==> config.mk <==
export PLATFORM = sky130hd
export DESIGN_NAME = led_row_scheduler
export DESIGN_NICKNAME = d
export VERILOG_FILES = /design/src/rtl/led_row_scheduler.sv
export SDC_FILE = /design/constraint.sdc
export NUM_CORES = 1
export LEC_CHECK = 0
export CAP_MARGIN = 20
export CORE_MARGIN = 1
export CORE_UTILIZATION = 39
export CTS_CLUSTER_DIAMETER = 80
export DETAILED_ROUTE_END_ITERATION = 6
export GPL_TIMING_DRIVEN = 0
export PLACE_DENSITY = 0.71
export SLEW_MARGIN = 20
export SYNTH_ARGS = -nofsm -noshare
export SYNTH_HDL_FRONTEND = slang
export SYNTH_SLANG_ARGS = --single-unit
==> constraint.sdc <==
create_clock -name clock_i -period 2 [get_ports clock_i]
set_input_delay 0.6 -clock clock_i [delete_from_list [all_inputs] [get_ports clock_i]]
set_output_delay 0.6 -clock clock_i [all_outputs]
set_load 0.02 [all_outputs]
==> src/rtl/led_row_scheduler.sv <==
// Row scheduler for a multiplexed TLC5941 array: DC load, per-row greyscale shift, blank/latch/swap, GSCLK PWM window.
// Optional LED_UNDERRUN_CNT_EN adds a saturating underrun_count_o output.
module led_row_scheduler #(
    parameter int NUM_ROWS    = 6,
    parameter int GS_CLOCKS   = 4096,
    parameter int GS_DIV      = 8,
    parameter int DEAD_CYCLES = 16
) (
    input  logic                clock_i,
    input  logic                reset_n_i,
    input  logic                enable_i,
    input  logic                dc_reload_i,
    output logic                shift_start_o,
    output logic                shift_mode_o,
    output logic [2:0]          shift_row_o,
    input  logic                shift_done_i,
    output logic                led_mode_o,
    output logic                led_xlat_o,
    output logic                led_blank_o,
    output logic                led_gsclk_o,
    output logic [NUM_ROWS-1:0] row_sel_o,
    output logic                frame_pulse_o,
`ifdef LED_UNDERRUN_CNT_EN
    output logic [15:0]         underrun_count_o,
`endif
    output logic                busy_o
);

    localparam int DW = (DEAD_CYCLES < 1) ? 1 : $clog2(DEAD_CYCLES + 1);
    localparam int PW = $clog2(GS_DIV);
    localparam logic [12:0]   GS_LAST   = 13'(GS_CLOCKS);
    localparam logic [DW-1:0] DEAD_LAST = DW'(DEAD_CYCLES);
    localparam logic [PW-1:0] PH_LAST   = PW'(GS_DIV - 1);
    localparam logic [PW-1:0] PH_HALF   = PW'(GS_DIV / 2);
    localparam logic [2:0]    ROW_LAST  = 3'(NUM_ROWS - 1);

    typedef enum logic [2:0] {
        ST_IDLE     = 3'd0,
        ST_DC_SHIFT = 3'd1,
        ST_DC_LATCH = 3'd2,
        ST_PRIME    = 3'd3,
        ST_SWAP     = 3'd4,
        ST_DISPLAY  = 3'd5
    } state_t;

    state_t          state_q, state_d;
    logic [2:0]      row_q, row_d;
    logic            dc_pend_q, dc_pend_d;
    logic            outst_q, outst_d;
    logic            rdy_q, rdy_d;
    logic            hold_q, hold_d;
    logic            hold_dc_q, hold_dc_d;
    logic [DW-1:0]   dead_q, dead_d;
    logic [PW-1:0]   ph_q, ph_d;
    logic [12:0]     edges_q, edges_d;
    logic            start_d, smode_d, frame_d;
    logic [2:0]      srow_d;

    function automatic logic [NUM_ROWS-1:0] onehot(input logic [2:0] r);
        return {{(NUM_ROWS-1){1'b0}}, 1'b1} << r;
    endfunction

    logic       done_rx_s, rcv_s, period_end_s, wrap_s, disp_on_s;
    logic [2:0] row_next_s;

    assign done_rx_s    = shift_done_i & outst_q;
    assign rcv_s        = rdy_q | done_rx_s;
    assign period_end_s = (state_q == ST_DISPLAY) & ~hold_q & (ph_q == PH_LAST) & (edges_q == GS_LAST);
    assign wrap_s       = (row_q == ROW_LAST);
    assign row_next_s   = wrap_s ? 3'd0 : row_q + 3'd1;
    // Hold inside DISPLAY means rows dark waiting for the shift engine (underrun or pre-DC drain).
    assign disp_on_s    = (state_d == ST_DISPLAY) & ~hold_d;

    // Next-state and handshake bookkeeping.
    always_comb begin
        state_d   = state_q;
        row_d     = row_q;
        dc_pend_d = dc_pend_q | dc_reload_i;
        outst_d   = outst_q & ~shift_done_i;
        rdy_d     = rdy_q;
        hold_d    = hold_q;
        hold_dc_d = hold_dc_q;
        dead_d    = dead_q;
        ph_d      = ph_q;
        edges_d   = edges_q;
        start_d   = 1'b0;
        smode_d   = shift_mode_o;
        srow_d    = shift_row_o;
        frame_d   = 1'b0;
        case (state_q)
            ST_IDLE: begin
                rdy_d  = 1'b0;
                hold_d = 1'b0;
                if (enable_i && !outst_q) begin
                    row_d   = 3'd0;
                    start_d = 1'b1;
                    outst_d = 1'b1;
                    srow_d  = 3'd0;
                    smode_d = dc_pend_q;
                    state_d = dc_pend_q ? ST_DC_SHIFT : ST_PRIME;
                end else begin
                    state_d = ST_IDLE;
                end
            end
            ST_DC_SHIFT: begin
                if (done_rx_s) begin
                    state_d = ST_DC_LATCH;
                end else begin
                    state_d = ST_DC_SHIFT;
                end
            end
            ST_DC_LATCH: begin
                state_d   = ST_PRIME;
                dc_pend_d = dc_reload_i;
                start_d   = 1'b1;
                outst_d   = 1'b1;
                smode_d   = 1'b0;
                srow_d    = row_q;
            end
            ST_PRIME: begin
                if (done_rx_s) begin
                    state_d = ST_SWAP;
                    dead_d  = '0;
                end else begin
                    state_d = ST_PRIME;
                end
            end
            ST_SWAP: begin
                if (dead_q == DEAD_LAST) begin
                    state_d = ST_DISPLAY;
                    ph_d    = '0;
                    edges_d = 13'd0;
                    rdy_d   = 1'b0;
                    hold_d  = 1'b0;
                    start_d = 1'b1;
                    outst_d = 1'b1;
                    smode_d = 1'b0;
                    srow_d  = row_next_s;
                end else begin
                    dead_d = dead_q + DW'(1);
                end
            end
            ST_DISPLAY: begin
                if (hold_q) begin
                    if (!enable_i) begin
                        state_d = ST_IDLE;
                        hold_d  = 1'b0;
                    end else if (done_rx_s) begin
                        hold_d = 1'b0;
                        if (hold_dc_q) begin
                            state_d = ST_DC_SHIFT;
                            start_d = 1'b1;
                            outst_d = 1'b1;
                            smode_d = 1'b1;
                        end else begin
                            state_d = ST_SWAP;
                            dead_d  = '0;
                        end
                    end else begin
                        state_d = ST_DISPLAY;
                    end
                end else if (period_end_s) begin
                    frame_d = wrap_s;
                    row_d   = row_next_s;
                    rdy_d   = 1'b0;
                    ph_d    = '0;
                    if (!enable_i) begin
                        state_d = ST_IDLE;
                    end else if (dc_pend_q && wrap_s) begin
                        if (rcv_s) begin
                            state_d = ST_DC_SHIFT;
                            start_d = 1'b1;
                            outst_d = 1'b1;
                            smode_d = 1'b1;
                        end else begin
                            hold_d    = 1'b1;
                            hold_dc_d = 1'b1;
                        end
                    end else if (rcv_s) begin
                        state_d = ST_SWAP;
                        dead_d  = '0;
                    end else begin
                        hold_d    = 1'b1;
                        hold_dc_d = 1'b0;
                    end
                end else begin
                    rdy_d = rcv_s;
                    ph_d  = (ph_q == PH_LAST) ? '0 : ph_q + PW'(1);
                    if (ph_d == PH_HALF) begin
                        edges_d = edges_q + 13'd1;
                    end else begin
                        edges_d = edges_q;
                    end
                end
            end
            default: begin
                state_d = ST_IDLE;
            end
        endcase
    end

    // State, counters and registered pin outputs.
    always_ff @(posedge clock_i or negedge reset_n_i) begin
        if (!reset_n_i) begin
            state_q       <= ST_IDLE;
            row_q         <= 3'd0;
            dc_pend_q     <= 1'b1;
            outst_q       <= 1'b0;
            rdy_q         <= 1'b0;
            hold_q        <= 1'b0;
            hold_dc_q     <= 1'b0;
            dead_q        <= '0;
            ph_q          <= '0;
            edges_q       <= 13'd0;
            shift_start_o <= 1'b0;
            shift_mode_o  <= 1'b0;
            shift_row_o   <= 3'd0;
            led_mode_o    <= 1'b0;
            led_xlat_o    <= 1'b0;
            led_blank_o   <= 1'b1;
            led_gsclk_o   <= 1'b0;
            row_sel_o     <= '0;
            frame_pulse_o <= 1'b0;
            busy_o        <= 1'b0;
        end else begin
            state_q       <= state_d;
            row_q         <= row_d;
            dc_pend_q     <= dc_pend_d;
            outst_q       <= outst_d;
            rdy_q         <= rdy_d;
            hold_q        <= hold_d;
            hold_dc_q     <= hold_dc_d;
            dead_q        <= dead_d;
            ph_q          <= ph_d;
            edges_q       <= edges_d;
            shift_start_o <= start_d;
            shift_mode_o  <= smode_d;
            shift_row_o   <= srow_d;
            led_mode_o    <= (state_d == ST_DC_SHIFT) | (state_d == ST_DC_LATCH);
            led_xlat_o    <= (state_d == ST_DC_LATCH) | ((state_d == ST_SWAP) & (dead_d == DEAD_LAST));
            led_blank_o   <= ~disp_on_s;
            led_gsclk_o   <= disp_on_s & (ph_d >= PH_HALF);
            row_sel_o     <= disp_on_s ? onehot(row_d) : '0;
            frame_pulse_o <= frame_d;
            busy_o        <= (state_d != ST_IDLE);
        end
    end

`ifdef LED_UNDERRUN_CNT_EN
    logic under_inc_s;
    assign under_inc_s = period_end_s & enable_i & ~rcv_s & ~(dc_pend_q & wrap_s);

    // Saturating count of display periods that ended before the next row was loaded.
    always_ff @(posedge clock_i or negedge reset_n_i) begin
        if (!reset_n_i) begin
            underrun_count_o <= 16'd0;
        end else if (under_inc_s && (underrun_count_o != 16'hFFFF)) begin
            underrun_count_o <= underrun_count_o + 16'd1;
        end else begin
            underrun_count_o <= underrun_count_o;
        end
    end
`endif

endmodule

; Word level (Yosys, flattened, before mapping)
; Index checks and enable logic that the tools add are counted.
[totals]
regBits = 49
in_bits = 5
output_inout_bits = 17
elab_cells = 180
[op_classes]
n_addsub = 4
magnitude_cmp = 1
eq_ne = 27
n_shift = 1
muxes = 96
n_bitwise = 17
reduce_logical = 14
[ops]
columns = op, n
row1 = 3-bit two-way mux, 21
row2 = 13-bit two-way mux, 4
row3 = 5-bit two-way mux, 10
row4 = 1-bit two-way mux, 46
row5 = 13-bit one-hot mux with 2 select lines, 1
row6 = 3-bit equality test (second input constant), 7
row7 = 3-bit inequality test (second input constant), 6
row8 = 3-bit one-hot mux with 6 select lines, 1
row9 = 5-bit one-hot mux with 3 select lines, 1
row10 = 13-bit by 1-bit adder with 13-bit output (second input constant), 1
row11 = 13-bit equality test (second input constant), 1
row12 = 1-bit one-hot mux with 4 select lines, 3
row13 = 3-bit one-hot mux with 2 select lines, 2
row14 = 5-bit equality test (second input constant), 2
row15 = 10-bit AND reduction, 1
row16 = 5-bit AND reduction, 2
row17 = 3-bit by 2-bit equality test with 1-bit output (second input constant), 3
row18 = 3-bit one-hot mux with 3 select lines, 1
row19 = 3-bit nonzero test, 3
row20 = 1-bit bitwise AND, 8
row21 = 2-bit inequality test (second input constant), 4
row22 = 3-bit by 1-bit adder with 3-bit output (second input constant), 2
row23 = 3-bit by 1-bit equality test with 1-bit output (second input constant), 2
row24 = 2-bit two-way mux, 3
row25 = other kinds (15), 25

; Logic depth before layout (Yosys ltp)
; Gate-level depths: netlist of the first run.
[depth]
word_depth = 11
mapped_depth = 8
mapped_depth_nobuf = 8

; Worst setup path after synthesis of the first run
; No wires, ideal clock.
[synth_path]
path_type = register -> register
startpoint = register edges_q[0]
endpoint = register shift_mode_o
setup_time_ns = 0.125
arrival_time_ns = 1.925
path_slack_ns = -0.050
stages_incl_launch_ff = 9
n_path_buf = 0
period_less_slack_ns = 2.050
cell_sequence = dfrtp_1 > inv_1 > ha_1 > nor4bb_1 > nand4_1 > nor3_1 > o21ai_0 > nand2b_1 > mux2_2
[synth_via]
elab_chain_cells = 4
[synth_lines]
columns = item, line_no
row1 = from (decl), 55  ; logic [12:0] edges_q, edges_d;
row2 = from (signal assigned), 235  ; edges_q <= edges_d;
row3 = 13-bit equality test *, 68  ; assign period_end_s = (state_q == ST_DISPLAY) & ~hold_q & (ph_q == PH_LAST) & (edges_q == GS_LAST);
row4 = 1-bit bitwise AND *, 68
row5 = 3-bit inequality test (no line), n/a
row6 = 10-bit AND reduction (no line) *, n/a
row7 = to (signal assigned), 237  ; shift_mode_o <= smode_d;
row8 = to (decl), 14  ; output logic shift_mode_o,
; Mark *: on every way between the ends. The rest lies on a longest branch, timed or not.
; A chain may end at the register's enable or synchronous reset.

; Worst setup path in the final report of the first run
[layout_path]
startpoint = register ph_q[0]
endpoint = register busy_o
[layout_via]
elab_chain_cells = 7
[layout_lines]
columns = item, line_no
row1 = from (decl), 54  ; logic [PW-1:0] ph_q, ph_d;
row2 = from (signal assigned), 234  ; ph_q <= ph_d;
row3 = 3-bit equality test, 68
row4 = 1-bit bitwise AND (2 in a row), 68
row5 = 3-bit two-way mux, 162  ; end else if (period_end_s) begin
row6 = 3-bit two-way mux, 144  ; if (hold_q) begin
row7 = 3-bit one-hot mux with 6 select lines, 90  ; case (state_q)
row8 = named net state_d[0], 46  ; state_t state_q, state_d;
row9 = 3-bit nonzero test, 245  ; busy_o <= (state_d != ST_IDLE);
row10 = to (signal assigned), 245
row11 = to (decl), 26  ; output logic busy_o
; The timed path passes the listed nets, and every way through them passes these cells.

==> results of run 1 <==
==> path summary, 6_finish.rpt <==
path	startpoint	endpoint	slack, ns	cells after the start
max in group asynchronous	reset_n_i	dc_pend_q$_DFF_PN1_	1.17	2
worst max register to register	ph_q[0]$_DFF_PN0_	busy_o$_DFF_PN0_	-0.02	8
min in group clock_i	shift_mode_o$_DFFE_PN0P_	shift_mode_o$_DFFE_PN0P_	0.52	1
worst min-delay path	reset_n_i	edges_q[9]$_DFFE_PN0P_	0.23	1
worst min register to register	shift_mode_o$_DFFE_PN0P_	shift_mode_o$_DFFE_PN0P_	0.52	1
worst max-delay path	ph_q[0]$_DFF_PN0_	busy_o$_DFF_PN0_	-0.02	8
==> worst max-delay path, delay by kind of cell, from the launching register on <==
family          cells  cell delay (ns)
compound gates      1             0.06
simple gates        4             1.10
flops               1             0.41
fa+ha+maj           2             0.29
buf+inv             1             0.04
==> layout make-up <==
cell class,count,area (um2)
flip-flops and latches,49,1230
plain buffers,8,58.8
fillers,611,3270
clock buffers,5,68.8
clock inverters,3,25.0
well taps,80,100
multi-input cells,214,1610
inverters,11,41.3
repair buffers,39,357
==> registers in the layout, summed over array words and instances (netlist names), 3 cells and up <==
signal,count
ph_q,3
state_q,3
edges_q,13
row_sel_o,6
shift_row_o,3
row_q,3
dead_q,5
==> through the flow <==
stage	setup WS, ns	util, %	setup TNS (ns)	hold WS (ns)	total power [mW]
final	-0.0218	51.6	-0.0218	0.228	3.83
after global routing	-0.106	51.6	-0.309	0.244	4.10
after CTS	0.000479	49.5	0	0.234	3.70
after detailed placement	-0.712	45.3	-10.45	0.503	2.94
after global placement	-1.11	45.1	-63.41	0.493	2.91
after floorplan	0.00438	-	0	0.304	2.49
==> placed cells by master, fill, tap and decap left out, types with 8 or more instances in the layout <==
master and count:
buf_4 15, dfrtp_1 46, nand3_1 8, xor2_1 8, o21ai_0 17, nor2_1 25
a21oi_1 15, clkdlybuf4s50_1 17, inv_1 8, nand2_1 23
==> metal layers <==
layer  track usage [%]  routed length (um)  vias up
li1                  -                   -     1114
met1              22.8                2810     1143
met2              29.2                3090       47
met3              3.66                 204       10
met4              6.82                 119        0
met5                 0                   0        -
==> logic make-up after synthesis <==
group                      after synthesis
AOI/OAI and AO/OA                       69
xor gates and xnor gates                10
adders and majority gates                7
buffers and inverters                   21
DFF                                     49
muxes                                    7
and+or+nand+nor                        121
==> power by group <==
group | total [mW] | internal, mW | leakage [nW] | switching (mW)
clock | 0.617 | 0.253 | 0.0447 | 0.364
combinational | 1.76 | 0.809 | 0.807 | 0.948
sequential | 1.46 | 1.22 | 0.647 | 0.235
==> what timing repair did <==
item	4_1_cts	5_1_grt
endpoints found under the setup margin	23	20
cloned	0	0
setup buffers	9	8
gates resized for setup	33	24
endpoints found under the hold margin	0	0
pin swaps	10	7
==> results_dict.tcl, run 1 <==
set metrics [dict create \
    status "finished, violations left" \
    violations "setup timing" \
    cts_sinks 49 \
    yosysSeqAreaShare_pct 45.1 \
    synthArstFlopShare_pct 100 \
    finalSetupViolations 1 \
    drtPass1Iterations 6 \
    coreArea_mm2 0.00676 \
    die_h_um 85.6 \
    drive_above_1_share_pct 25.8 \
    root_buffer "clkbuf_8" \
    worstPathCellList "ha_4 > ha_4 > nor3b_4 > and4_4 > a21oi_2 > and3b_2 > inv_2 > or3_1" \
    cpMostUsedCell "ha_4" \
    drt_iter0_drc 152 \
    clk_pin_slew_worst_paths_ns 0.09 \
    finalNetCount 340 \
    postRouteAntennaNets 0 \
    insertion_delay_ns 0.31 \
    yosysTopAreaCell "dfrtp_1" \
    fin_area_mm2 0.00349 \
    area_growth_pct 28.0 \
    ys_top_cells_by_count "dfrtp_1 (47), nand2_1 (27), nor2_1 (26)" \
    slew_headroom_pct 65.4 \
    hold_buffers 0 \
    placedCellCount 386 \
    finalCritPeriodShare_pct 101 \
    syn_area_mm2 0.00273 \
    grt_max_degree 32 \
    hold_path_class "in2async" \
    arrival_ns 2.22 \
    synth-edff-count 0 \
    hpwlAfterDp_um 4210 \
    antenna_found_initial 0 \
    clockBufferDepth 2 \
    start_util_pct 40.4 \
    grt_use_total_pct 17.7 \
    cts_tree "done" \
    ys_ff_latch 49 \
    port_buffers 21 \
    drv_slew 0 \
    cp-end-kind "flop" \
    max_cap_viol_count 0 \
    fp.dieW_um 85.6 \
    critical_path_class "reg2reg" \
    synthFlopType "dfrtp_1" \
    synth-xor-area-share_pct 3.21 \
    muxShareOfSynthArea_pct 2.75 \
    synth_nets 296 \
    slowest_delay_ns 0.41 \
    cts_buffers 5 \
    synthDistinctLibCells 59 \
    avgSynthCellArea_um2 9.60 \
    vdd_drop_max_uv 682 \
    dpl_cell_area_mm2 0.00306 \
    first_global_vias 2170 \
    synth.most_common_cell "dfrtp_1" \
    yosys.area_share.simple_pct 26.0 \
    drt_wl_total_um 6220 \
    die_area_mm2 0.00733 \
    hold_viol_final 0 \
    p_leak_nw 1.50 \
    grt_overflow 0 \
    synth_compound_area_share_pct 16.3 \
    stdcell_count 409 \
    cts_htree_levels 2 \
    postSynthCellCount 284 \
    worstPathMaxFanout 5 \
    routedWlPerCell_um 15.2 \
    routed-via-count 2314 \
    worst_ep_required_time_ns 2.20 \
    max_freq_mhz 495 \
    synth_warnings 0 \
    powerDensity_mw_per_mm2 1100 \
    rsz0062_at_grt "true" \
    drt-vias-per-instance 5.66 \
    routabilityCongestion 0.903 \
    synth_fa_ha_area_share_pct 3.21 \
    std_cell_rows 30 \
    synth_top_family_by_area "simple AND/OR/NAND/NOR gates" \
    grt_pass1_wl_um 10200 \
    layout_setup_ws_ns -0.0218 \
    yosys-top-cells-area "dfrtp_1 (43%), o21ai_0 (3.9%), nand2_1 (3.7%)" \
    ios 22 \
    skew_ns 0.00727 \
    final.min_clock_period_ns 2.02 \
    drc_errors 0 \
    tightest_slew_ns 0.519 \
    synth_top_area_share_pct 43.1 \
    startpoint_type "flop" \
    antenna_cells 0 \
    slowest_stage "dfrtp_1" \
]
(Power assumes the default switching activity.)
==> inputs of run 2 (changes only) <==
Settings changed: CTS_BUF_LIST set to sky130_fd_sc_hd__clkbuf_8.
==> results of run 2 <==
No change in the layout: final DEF, timing and power equal those of run 1.
==> inputs of run 3 (changes only) <==
Settings changed: PLACE_DENSITY 0.71 to 0.61.
==> run 3 against run 2 <==
  * The run still ends with setup timing left
  * Sequential power is essentially flat
  * Register-to-register slack is essentially flat
  * Flip-flop and latch count is the same
  * Sequential share of layout area is essentially flat
  * Power grew 0.50%
  * Clock skew grew 0.0091 ns
  * Cell count grew 1.5%
  * Clock-buffer cell count grew 1
  * First-iteration DRC count shrank 29%
  * Die area is the same
  * Via count shrank 2.2%
  * Critical path depth is the same
  * Largest power group unchanged
==> results_dict.tcl, run 3 (synthesis results as in run 1) <==
set metrics [dict create \
    drv_slew 0 \
    slew_headroom_pct 58.2 \
    vdd_drop_max_uv 581 \
    max_freq_mhz 488 \
    r2r_cells 8 \
    met2_wirelength_um 3030 \
    grt_max_degree 50 \
    skew_ns 0.0163 \
    hpwlAfterDp_um 4210 \
    worst_ep_required_time_ns 2.18 \
    final_common_cell "dfrtp_1" \
    final.min_clock_period_ns 2.05 \
    p_comb_share_pct 46.4 \
    antenna_cells 0 \
    coreArea_mm2 0.00676 \
    tightest_slew_ns 0.627 \
    drtPass1Iterations 4 \
    drc_errors 0 \
    intPower_mw 2.34 \
    postRouteAntennaNets 0 \
    die_h_um 85.6 \
    ios 22 \
    finalCritPeriodShare_pct 102 \
    drt_iter0_drc 108 \
    clk_pin_slew_worst_paths_ns 0.10 \
    die_area_mm2 0.00733 \
    routed.top_layer "met4" \
    cp-end-kind "flop" \
    violations "setup timing" \
    first_global_vias 2103 \
    status "finished, violations left" \
    cts_tree "done" \
    layout_setup_ws_ns -0.0475 \
    rsz0062_at_grt "true" \
    clkPwrFrac_pct 15.8 \
    routabilityCongestion 0.921 \
    p_leak_nw 1.51 \
    fp.dieW_um 85.6 \
    root_buffer "clkbuf_8" \
    arrival_ns 2.23 \
    finalNetCount 346 \
    hold_path_class "in2async" \
    dpl_cell_area_mm2 0.00305 \
    startpoint_type "input pin" \
    drive_above_1_share_pct 26.0 \
    mostFrequentLayoutCells "dfrtp_1 (45), nor2_1 (25), nand2_1 (23), buf_4 (23), clkdlybuf4s50_1 (18)" \
    area_growth_pct 28.3 \
    netSwitchingPower_mw 1.51 \
    fin_area_mm2 0.00350 \
    seqPwrFrac_pct 37.7 \
    insertion_delay_ns 0.30 \
    powerDensity_mw_per_mm2 1100 \
    routedWlPerCell_um 15.0 \
    finalSetupViolations 2 \
    swShare_pct 39.2 \
    clockBufferDepth 2 \
    routed-via-count 2262 \
    grt_pass1_wl_um 10400 \
    cts_htree_levels 2 \
    grt_overflow 0 \
    reg_top3 "edges_q (13), row_sel_o (6), dead_q (5)" \
    worstPathMaxFanout 7 \
    drt_wl_total_um 6210 \
    hold_buffers 0 \
    max_cap_viol_count 0 \
    place_ws_ns -0.698 \
    antenna_found_initial 0 \
    port_buffers 21 \
    regMostFlops "edges_q" \
    hold_viol_final 0 \
    largest_reg_flops 13 \
    start_util_pct 40.4 \
    drt-vias-per-instance 5.45 \
    fillCellCount 632 \
    wl_met3_um 165 \
    grt_use_total_pct 17.8 \
    std_cell_rows 30 \
    cts_buffers 5 \
    cts_sinks 49 \
    met1_length_um 2950 \
    critical_path_class "in2reg" \
]
[run 3: worst paths after layout]
| path | slack (ns) | from | endpoint |
|---|---|---|---|
| setup / recovery | -0.05 | enable_i | busy_o$_DFF_PN0_ |
| hold / removal | 0.30 | reset_n_i | edges_q[9]$_DFFE_PN0P_ |
| setup reg to reg | -0.01 | ph_q[0]$_DFF_PN0_ | busy_o$_DFF_PN0_ |
| hold reg to reg | 0.52 | shift_row_o[1]$_DFFE_PN0P_ | shift_row_o[1]$_DFFE_PN0P_ |
| max in group asynchronous | 1.24 | reset_n_i | state_q[1]$_DFF_PN0_ |
| min in group clock_i | 0.52 | shift_row_o[1]$_DFFE_PN0P_ | shift_row_o[1]$_DFFE_PN0P_ |
[run 3: power groups by stage]
stage | clock network [mW] | logic [mW] | registers, mW
after detailed placement | 0 | 1.49 | 1.46
after CTS | 0.639 | 1.64 | 1.44
after global routing | 0.676 | 1.97 | 1.49
after global placement | 0 | 1.48 | 1.46
final | 0.609 | 1.79 | 1.45
after floorplan | 0 | 0.993 | 1.50
[run 3: routing by layer]
layer,GRT usage [%],vias up
met1,25.2,1092
li1,-,1129
met2,28.5,37
met4,5.15,0
met5,0,-
met3,2.79,4
[run 3: layout make-up]
class	count	area (um2)	share of cell area [%]
flip-flops and latches	49	1230	35.2
well taps	80	100	2.86
clock inverters	2	13.8	0.394
plain buffers	9	62.6	1.79
multi-input cells	214	1580	45.3
clock buffers	6	82.6	2.36
inverters	11	41.3	1.18
repair buffers	44	382	10.9
[run 3: critical path, cell delays in order]
cell,delay (ns)
clkdlybuf4s50_1,0.43
clkbuf_8,0.17
nand2_1,0.12
a21oi_1,0.08
a21oi_1,0.21
and3b_2,0.24
inv_1,0.05
or3_1,0.33
[run 3: stage by stage]
stage	TNS [ns]	hold WS [ns]	instances	power (mW)	util, %
6_report	-0.0700	0.304	415	3.85	51.8
4_1_cts	-0.00265	0.338	402	3.72	49.6
3_5_place_dp	-10.18	0.496	385	2.95	45.1
2_1_floorplan	0	0.304	284	2.49	-
5_1_grt	-0.974	0.356	415	4.14	51.8
3_3_place_gp	-66.79	0.493	385	2.93	45.1
[run 3: what timing repair did]
action                                  in CTS  in global routing
pin swaps                                   10                  4
buffers inserted                            10                 13
gates resized for setup                     35                 16
endpoints found under the setup margin      25                 21
